--- src/rtl/pad_ddr_tx.sv ---
// DDR transmit serializer feeding an iCE40 SB_IO in DDR output mode.
// Words are accepted over valid/ready and shifted out LSB-first, two bits per clock.
module pad_ddr_tx #(
  parameter int   WIDTH      = 8,
  parameter logic IDLE_LEVEL = 1'b0
) (
  input  logic             clk,
  input  logic             reset,
  input  logic [WIDTH-1:0] data_in,
  input  logic             data_valid,
  output logic             data_ready,
  output logic             d_out_0,
  output logic             d_out_1,
  output logic             output_enable,
  output logic             last_pair
);

  localparam int PAIRS = WIDTH / 2;
  localparam int CNT_W = (PAIRS > 1) ? $clog2(PAIRS) : 1;
  localparam logic [CNT_W-1:0] LAST_CNT = CNT_W'(PAIRS - 1);

  generate
    if ((WIDTH % 2) != 0 || WIDTH < 2) begin : g_width_check
      $error("pad_ddr_tx: WIDTH must be even and >= 2");
    end
  endgenerate

  typedef enum logic {
    S_IDLE  = 1'b0,
    S_SHIFT = 1'b1
  } state_t;

  state_t           r_state, w_state_next;
  logic [WIDTH-1:0] r_shift, w_shift_next;
  logic [CNT_W-1:0] r_cnt, w_cnt_next;
  logic             r_d0, w_d0_next;
  logic             r_d1, w_d1_next;
  logic             r_oe, w_oe_next;
  logic             w_final;
  logic             w_ready;
  logic             w_accept;

  // Ready during the final pair lets the next word follow with no idle cycle.
  assign w_final  = (r_state == S_SHIFT) && (r_cnt == LAST_CNT);
  assign w_ready  = (r_state == S_IDLE) || w_final;
  assign w_accept = data_valid && w_ready;

  always_comb begin
    w_state_next = r_state;
    w_shift_next = r_shift;
    w_cnt_next   = r_cnt;
    w_d0_next    = r_d0;
    w_d1_next    = r_d1;
    w_oe_next    = r_oe;
    if (w_accept) begin
      w_d0_next    = data_in[0];
      w_d1_next    = data_in[1];
      w_oe_next    = 1'b1;
      w_shift_next = data_in >> 2;
      w_cnt_next   = '0;
      w_state_next = S_SHIFT;
    end else if (r_state == S_SHIFT) begin
      if (w_final) begin
        w_state_next = S_IDLE;
        w_oe_next    = 1'b0;
        w_d0_next    = IDLE_LEVEL;
        w_d1_next    = IDLE_LEVEL;
        w_shift_next = '0;
        w_cnt_next   = '0;
      end else begin
        w_d0_next    = r_shift[0];
        w_d1_next    = r_shift[1];
        w_shift_next = r_shift >> 2;
        w_cnt_next   = r_cnt + CNT_W'(1);
      end
    end
  end

  always_ff @(posedge clk) begin
    if (reset) begin
      r_state <= S_IDLE;
      r_shift <= '0;
      r_cnt   <= '0;
      r_d0    <= IDLE_LEVEL;
      r_d1    <= IDLE_LEVEL;
      r_oe    <= 1'b0;
    end else begin
      r_state <= w_state_next;
      r_shift <= w_shift_next;
      r_cnt   <= w_cnt_next;
      r_d0    <= w_d0_next;
      r_d1    <= w_d1_next;
      r_oe    <= w_oe_next;
    end
  end

  assign data_ready    = w_ready;
  assign d_out_0       = r_d0;
  assign d_out_1       = r_d1;
  assign output_enable = r_oe;
  assign last_pair     = w_final;

endmodule

--- config.mk ---
export PLATFORM = sky130hd
export DESIGN_NAME = pad_ddr_tx
export DESIGN_NICKNAME = d
export VERILOG_FILES = /design/src/rtl/pad_ddr_tx.sv
export SDC_FILE = /design/constraint.sdc
export NUM_CORES = 1
export LEC_CHECK = 0
export ABC_AREA = 1
export BUFFER_PORTS_ARGS = -buffer_cell sky130_fd_sc_hd__buf_2
export CAP_MARGIN = 25
export CORE_MARGIN = 5
export CORE_UTILIZATION = 27
export DETAILED_ROUTE_END_ITERATION = 16
export GPL_TIMING_DRIVEN = 0
export PLACE_DENSITY = 0.48
export SYNTH_ARGS = -nofsm -noshare
export SYNTH_HDL_FRONTEND = slang
export SYNTH_SLANG_ARGS = --single-unit
--- constraint.sdc ---
create_clock -name clk -period 2.9 [get_ports clk]
set_input_delay 0.435 -clock clk [delete_from_list [all_inputs] [get_ports clk]]
set_output_delay 0.435 -clock clk [all_outputs]
set_load 0.05 [all_outputs]
# == Word level (Yosys, flattened, before mapping) ==
# Index checks and enable logic that the tools add are counted.
# word_totals
ram_bits,0
reg_bits,12
rom_bits,0
mem_count,0
input_bits,11
latch_bits,0
out_inout_bits,5
# classes
multipliers,0
magnitude_cmp,0
n_reduce_logical,7
eq_ne,1
add_sub_neg,1
bitwise,1
div,0
shift,0
mux,16
# ops
operator,n
two-way mux 1 bit,12
two-way mux 6 bit,2
two-way mux 4 bit,1
nonzero test 2 bit,2
"adder 2 x 1 -> 2 bit, second input constant",1
"== test 2 bit, second input constant",1
logical AND 1 bit,2
two-way mux 2 bit,1
AND reduction 2 bit,1
OR reduction 2 bit,1
logical OR 1 bit,1
NOT 1 bit,1

# == Logic depth before layout (Yosys ltp) ==
# Gate-level depths: netlist (run 1).
# logic_depth
depth_word,6
mapped_depth,7

# == Least setup slack after synthesis (run 1) ==
# OpenSTA, ideal clock, no wires.
# synth_timing
path_kind,register -> output
from,register r_cnt[0]
to,output last_pair
stages_incl_launch_ff,4
t_arrival_ps,874
slack_ps,1591
n_path_buf,0
cell_sequence,dfxtp_1 > ha_1 > nand2_1 > inv_1
# synth_between
elab_chain_cells,2
# synth_rtl
element,line_no,source
"start, declared",35,"logic [CNT_W-1:0] r_cnt, w_cnt_next;"
"start signal, assigned",90,r_cnt <= w_cnt_next;
== test 2 bit,44,assign w_final = (r_state == S_SHIFT) && (r_cnt == LAST_CNT);
logical AND 1 bit,44,
"end, declared",15,output logic last_pair
# No other way between the ends.

# == Worst setup path after layout (run 1) ==
# layout_timing
from,register r_cnt[0]
to,output data_ready
# layout_between
elab_chain_cells,3
# layout_rtl
element,line_no,source
== test 2 bit,44,
logical AND 1 bit,44,
logical OR 1 bit,45,assign w_ready = (r_state == S_IDLE) || w_final;
"end, declared",11,"output logic data_ready,"
# No other way between the ends.

==> results of run 1 <==
-- cell families (layout without fill, tap and decap cells) --
kind of cell,count (synthesis),after routing,share of synthesized area [%]
simple gates,32,32,25.4
compound gates,18,18,18.1
fa+ha+maj,1,1,2.02
buf+inv,16,33,15.7
flops,12,12,38.7
-- report_power, final --
group,internal (mW),leakage [nW],switching (mW),total (mW)
combinational,0.0306,0.240,0.0525,0.0831
sequential,0.176,0.0990,0.00522,0.181
clock,0.0480,0.0138,0.0539,0.102
total,0.254,0.353,0.112,0.366
-- registers in the layout, indices dropped and copies added (netlist names) --
signal	count
d_out_0	1
d_out_1	1
output_enable	1
r_cnt	2
r_state	1
r_shift	6
-- critical path, cell delays in order (launching register included) --
cell and delay [ns]:
sky130_fd_sc_hd__dfxtp_1 0.35, sky130_fd_sc_hd__ha_1 0.19, sky130_fd_sc_hd__inv_2 0.09, sky130_fd_sc_hd__nand2_4 0.07, sky130_fd_sc_hd__buf_6 0.13, sky130_fd_sc_hd__buf_2 0.27
-- path summary, 6_finish.rpt --
check                                 from          to  slack (ns)  depth (start not counted)
worst max-delay path              r_cnt[0]  data_ready        1.09                          5
worst min-delay path                 reset  r_shift[4]        0.38                          2
worst max register to register    r_cnt[0]    r_cnt[0]        1.76                          5
worst min register to register  r_shift[4]  r_shift[4]        0.46                          2
-- cell usage after synthesis --
cell,n
sky130_fd_sc_hd__inv_1,8
sky130_fd_sc_hd__ha_1,1
sky130_fd_sc_hd__a21oi_2,6
sky130_fd_sc_hd__dfxtp_1,12
sky130_fd_sc_hd__inv_4,1
sky130_fd_sc_hd__inv_2,2
sky130_fd_sc_hd__inv_6,1
sky130_fd_sc_hd__buf_6,4
sky130_fd_sc_hd__or2_0,1
sky130_fd_sc_hd__nand2_4,2
sky130_fd_sc_hd__o21ai_1,6
sky130_fd_sc_hd__nand3_1,14
sky130_fd_sc_hd__a21oi_1,6
sky130_fd_sc_hd__nand2_1,14
sky130_fd_sc_hd__nand2_2,1
-- layout make-up --
cell class              instances  area [µm²]
multi-input cells              51         283
flip-flops and latches         12         240
plain buffers                   4        45.0
inverters                      12        52.6
well taps                      28        35.0
repair buffers                 14        70.1
fillers                       252        1460
clock buffers                   3        22.5
-- per-stage QoR --
stage          total power, mW  instance area [µm²]  worst slack (ns)  cells
6_report                 0.366                  748              1.09    124
5_1_grt                  0.388                  748             0.974    124
4_1_cts                  0.374                  748              1.06    124
3_5_place_dp             0.269                  726              1.35    121
3_3_place_gp             0.268                  726              1.36    121
2_1_floorplan            0.249                  621              1.59     79
-- layer usage --
metal,wire length [µm],up-vias
li1,-,294
met1,589,258
met2,611,14
met3,68,4
met4,24,0
met5,0,-
==> results.md, run 1 <==
### Placed design
- **RD Place Congestion** 0.692
- **post-DP HPWL** 961 µm
- **number of buffer cells added on primary ports** 14

### STA
- **setup violators final** 0
- **max-slew headroom at the worst pin** 83.5%
- **RSZ-0062 raised after global routing** no
- **setup TNS** 0 ns
- **Fmax achieved** 0.551 GHz
- **final worst clock skew** 0.00417 ns
- **Max Slew Vio Count** 0
- **transition at the pin with the smallest max-transition slack** 0.249 ns
- **hold slack** 0.385 ns
- **post-route fraction of the period consumed by the critical path** 62.5%
- **clock period minus worst slack** 1.81 ns
- **Final Hold Violating Endpoints** 0

### Setup path
- **CP endpoint kind** output port
- **data arrival time of the worst path** 1.38 ns
- **required time reported for the critical path endpoint** 2.47 ns
- **biggest fanout along the worst timing path** 10
- **type of the worst setup path** reg2out
- **critical path launch point type** flop

### Layout
- **Core Util, Final** 33.8%
- **Area growth, synth to finish** 20.6%
- **layout cell share with drive strength beyond 1** 35.4%
- **number of nets in the layout** 110
- **most frequent cells in the layout** sky130_fd_sc_hd__nand2_1 (14), sky130_fd_sc_hd__nand3_1 (14), sky130_fd_sc_hd__buf_2 (14)
- **number of antenna repair diodes** 0

### Synthesis
- **Post-Synthesis Net Count** 91
- **syn avg cell area** 7.86 µm²
- **Synth Instances** 79
- **post-synthesis instance area** 621 µm²
- **area share of the leading cell type in the synthesized netlist** 38.7%
- **total number of yosys warnings** 0
- **number of library cell types mapped by synthesis** 15
- **share of the yosys chip area belonging to registers** 38.7%
- **most area-consuming cells after synthesis** sky130_fd_sc_hd__dfxtp_1 (39%), sky130_fd_sc_hd__nand3_1 (11%), sky130_fd_sc_hd__nand2_1 (8.5%)
- **post-synth top area cell** sky130_fd_sc_hd__dfxtp_1
- **synthesized flop and latch total** 12

### Clock tree
- **register clock-pin slew on the reported worst setup and hold paths** 0.07 ns
- **total CTS buffers** 3
- **sinks on the clock net** 12
- **number of hold buffers added after cts** 0
- **Post-CTS Resized** 0
- **root buffer cell** sky130_fd_sc_hd__clkbuf_4
- **Max clock buf depth** 2
- **Setup Fix Bufs, Post-CTS** 0
- **Clk Latency, worst-skew pair** 0.27 ns
- **htree depth** 1
- **clock tree from TritonCTS** yes

### Global routing
- **vias in the first global route** 568
- **Global Route Usage Sum** 8.98%
- **met1 layer usage reported by global route** 9.22%
- **pin count of the biggest net entering global routing** 11
- **number of antenna violations at the first check in global routing** 0
- **met2 Use GR** 16.1%
- **global route total overflow** 0
- **global-route wire length before repair** 2310 µm
- **most heavily used metal layer in global routing** met2
- **fraction of met3 tracks used by global routing** 2.67%

### Floorplanning
- **top-level I/O count** 16
- **number of core rows** 17
- **total die area** 0.00336 mm²
- **die width** 57.9 µm
- **height of the chip** 57.9 µm
- **initial cell density of the core** 28.1%
- **total core area** 0.00221 mm²

### Drt
- **antenna violation net count after detailed routing** 0
- **detailed-router iteration count before antenna repair** 5
- **via/cell ratio** 4.60
- **total wire length after detailed routing** 1290 µm
- **detailed-route DRC error count** 0
- **initial detailed-routing violation count** 5
- **Routed wire per std cell** 10.4 µm
- **detailed-route via count** 570

### Worst hold path
- **worst hold path type** in2reg

### Pwr
- **total leakage power** 0.353 nW
- **Pwr Density** 489 mW/mm²
- **Max IR drop VDD** 199 µV

### Run
- **max cap viols** 0

### Status
- **outcome** complete, no violations

(Power assumes the default switching activity.)
==> run 2, diff against run 1 <==
--- a/config.mk
+++ b/config.mk
@@ -12,7 +12,7 @@
 export CORE_UTILIZATION = 27
 export DETAILED_ROUTE_END_ITERATION = 16
 export GPL_TIMING_DRIVEN = 0
-export PLACE_DENSITY = 0.48
+export PLACE_DENSITY = 0.5
 export SYNTH_ARGS = -nofsm -noshare
 export SYNTH_HDL_FRONTEND = slang
 export SYNTH_SLANG_ARGS = --single-unit
==> constraint.sdc (replaced) <==
create_clock -name clk -period 1.6 [get_ports clk]
set_input_delay 0.24 -clock clk [delete_from_list [all_inputs] [get_ports clk]]
set_output_delay 0.24 -clock clk [all_outputs]
set_load 0.05 [all_outputs]
==> run 2 against run 1 <==
Net effect: via count up 0.18%; design area up 1.8%; worst setup slack got worse by 0.98 ns; combinational power rose by 84%; clock-buffer cell count is the same; register-to-register slack got worse by 1.3 ns; first-iteration DRC count did not move; clock skew up 0.00050 ns; sequential power is 81% higher; critical endpoint unchanged; highest routed layer unchanged.
==> results.md, run 2 (synthesized netlist as in run 1, its figures left out) <==
### Drt
- **antenna violation net count after detailed routing** 0, unchanged
- **Routed wire per std cell** 10.7 µm, +2.3%
- **initial detailed-routing violation count** 5, unchanged
- **via/cell ratio** 4.57, -0.63%
- **detailed-route DRC error count** 0, unchanged
- **detailed-route via count** 571, +0.18%
- **detailed-router iteration count before antenna repair** 2, -3
- **total wire length after detailed routing** 1330 µm, +3.2%

### Worst hold path
- **worst hold path type** in2reg

### Global routing
- **pin count of the biggest net entering global routing** 11, unchanged
- **vias in the first global route** 527, -7.2%
- **global route total overflow** 0, unchanged
- **global-route wire length before repair** 2270 µm, -1.8%
- **number of antenna violations at the first check in global routing** 0, unchanged
- **Global Route Usage Sum** 8.67%, -0.32 points

### Setup path
- **biggest fanout along the worst timing path** 10, unchanged
- **capture point of the critical path** data_ready
- **origin of the critical flop-to-flop path** r_cnt[0]
- **worst reg2reg setup slack** 0.50 ns, -1.26 ns
- **R2R Path End** d_out_1
- **critical path launch point type** flop
- **data arrival time of the worst path** 1.25 ns, -0.13 ns
- **depth of the most critical reg-to-reg path** 7, +2
- **required time reported for the critical path endpoint** 1.36 ns, -1.11 ns
- **type of the worst setup path** reg2out
- **CP endpoint kind** output port
- **Setup crit start** r_cnt[0]

### Clock tree
- **clock tree from TritonCTS** yes
- **Clk Latency, worst-skew pair** 0.27 ns, about the same
- **total CTS buffers** 3, unchanged
- **register clock-pin slew on the reported worst setup and hold paths** 0.07 ns, about the same
- **root buffer cell** sky130_fd_sc_hd__clkbuf_4
- **sinks on the clock net** 12, unchanged
- **Max clock buf depth** 2, unchanged
- **htree depth** 1, unchanged

### Layout
- **flip-flop count of the largest register after layout** 6, unchanged
- **layout cell share with drive strength beyond 1** 36.1%, +0.67 points
- **register with the most flip-flops** r_shift
- **Core Util, Final** 34.4%, +0.62 points
- **number of nets in the layout** 111, +0.91%
- **most frequent cells in the layout** sky130_fd_sc_hd__nand2_1 (14), sky130_fd_sc_hd__nand3_1 (14), sky130_fd_sc_hd__buf_2 (13)
- **Area growth, synth to finish** 22.8%
- **number of antenna repair diodes** 0, unchanged
- **registers with the highest flip-flop counts** r_shift x6, r_cnt x2

### Floorplanning
- **height of the chip** 57.9 µm, unchanged
- **number of core rows** 17, unchanged
- **die width** 57.9 µm, unchanged
- **total die area** 0.00336 mm², unchanged
- **total core area** 0.00221 mm², unchanged
- **initial cell density of the core** 28.1%, unchanged
- **top-level I/O count** 16, unchanged

### STA
- **clock period minus worst slack** 1.49 ns
- **max-slew headroom at the worst pin** 83.6%, about the same
- **setup violators final** 0, unchanged
- **transition at the pin with the smallest max-transition slack** 0.248 ns, -0.000924 ns
- **Final Hold Violating Endpoints** 0, unchanged
- **final worst clock skew** 0.00467 ns, +0.000502 ns
- **hold slack** 0.191 ns, -0.194 ns
- **post-route fraction of the period consumed by the critical path** 93.0%
- **Max Slew Vio Count** 0, unchanged
- **RSZ-0062 raised after global routing** no
- **Fmax achieved** 0.672 GHz
- **setup TNS** 0 ns, unchanged

### Status
- **outcome** complete, no violations

### Placed design
- **post-DP HPWL** 961 µm, about the same
- **number of buffer cells added on primary ports** 14, unchanged
- **RD Place Congestion** 0.719, +3.8%

### Pwr
- **total leakage power** 0.360 nW, +1.9%
- **Pwr Density** 879 mW/mm², +80%
- **Max IR drop VDD** 384 µV, +93%

### Run
- **max cap viols** 0, unchanged

run 2: cell types whose count changed in the layout (fill, tap and decap cells not counted):
| cell | previous run | this run |
|---|---|---|
| sky130_fd_sc_hd__buf_2 | 14 | 13 |
| sky130_fd_sc_hd__buf_4 | 0 | 1 |
| sky130_fd_sc_hd__buf_6 | 4 | 5 |
run 2: how the worst min path moves through the flow:
stage               startpoint       endpoint  slack (ns)  depth (start not counted)
floorplan                reset  output_enable        0.31                          1
global placement      r_cnt[1]       r_cnt[1]        0.45                          2
detailed placement  r_shift[4]     r_shift[4]        0.46                          2
CTS                      reset     r_shift[5]        0.18                          2
global route             reset     r_shift[4]        0.20                          2
finish                   reset     r_shift[5]        0.19                          2
run 2: power breakdown:
group          internal [mW]  switching (mW)
combinational         0.0577          0.0951
clock                 0.0870           0.102
sequential             0.319         0.00950
total                  0.463           0.206
run 2: cell type report:
type | instances | area (µm²)
multi-input cells | 51 | 283
flip-flops and latches | 12 | 240
repair buffers | 15 | 83.8
fillers | 259 | 1450
well taps | 28 | 35.0
inverters | 12 | 52.6
clock buffers | 3 | 22.5
plain buffers | 4 | 45.0
run 2: what timing repair did:
item,4_1_cts,5_1_grt
setup buffers,1,0
setup endpoints to repair,1,1
pin swaps,0,0
gates cloned,0,0
hold buffers,0,0
resized for setup,1,1
run 2: worst max-delay path, cell delays in order (launching register included):
cell and delay (ns):
sky130_fd_sc_hd__dfxtp_1 0.36, sky130_fd_sc_hd__ha_1 0.20, sky130_fd_sc_hd__inv_2 0.06, sky130_fd_sc_hd__nand2_4 0.06
sky130_fd_sc_hd__buf_6 0.14, sky130_fd_sc_hd__buf_6 0.16
run 2: through the flow:
step	power [mW]	setup slack [ns]	instances	instance area, µm²
CTS	0.678	0.0452	125	758
finish	0.670	0.111	125	762
global route	0.704	0.0336	125	762
global placement	0.486	0.261	121	726
floorplan	0.451	0.486	79	621
detailed placement	0.488	0.237	121	726
run 2: routing by layer:
metal	track usage [%]	part of all wire, %	vias to the layer above
met2	13.9	45	11
li1	-	-	297
met3	2.45	5.4	4
met4	3.97	1.7	0
met5	0	0	-
met1	10.7	47	259
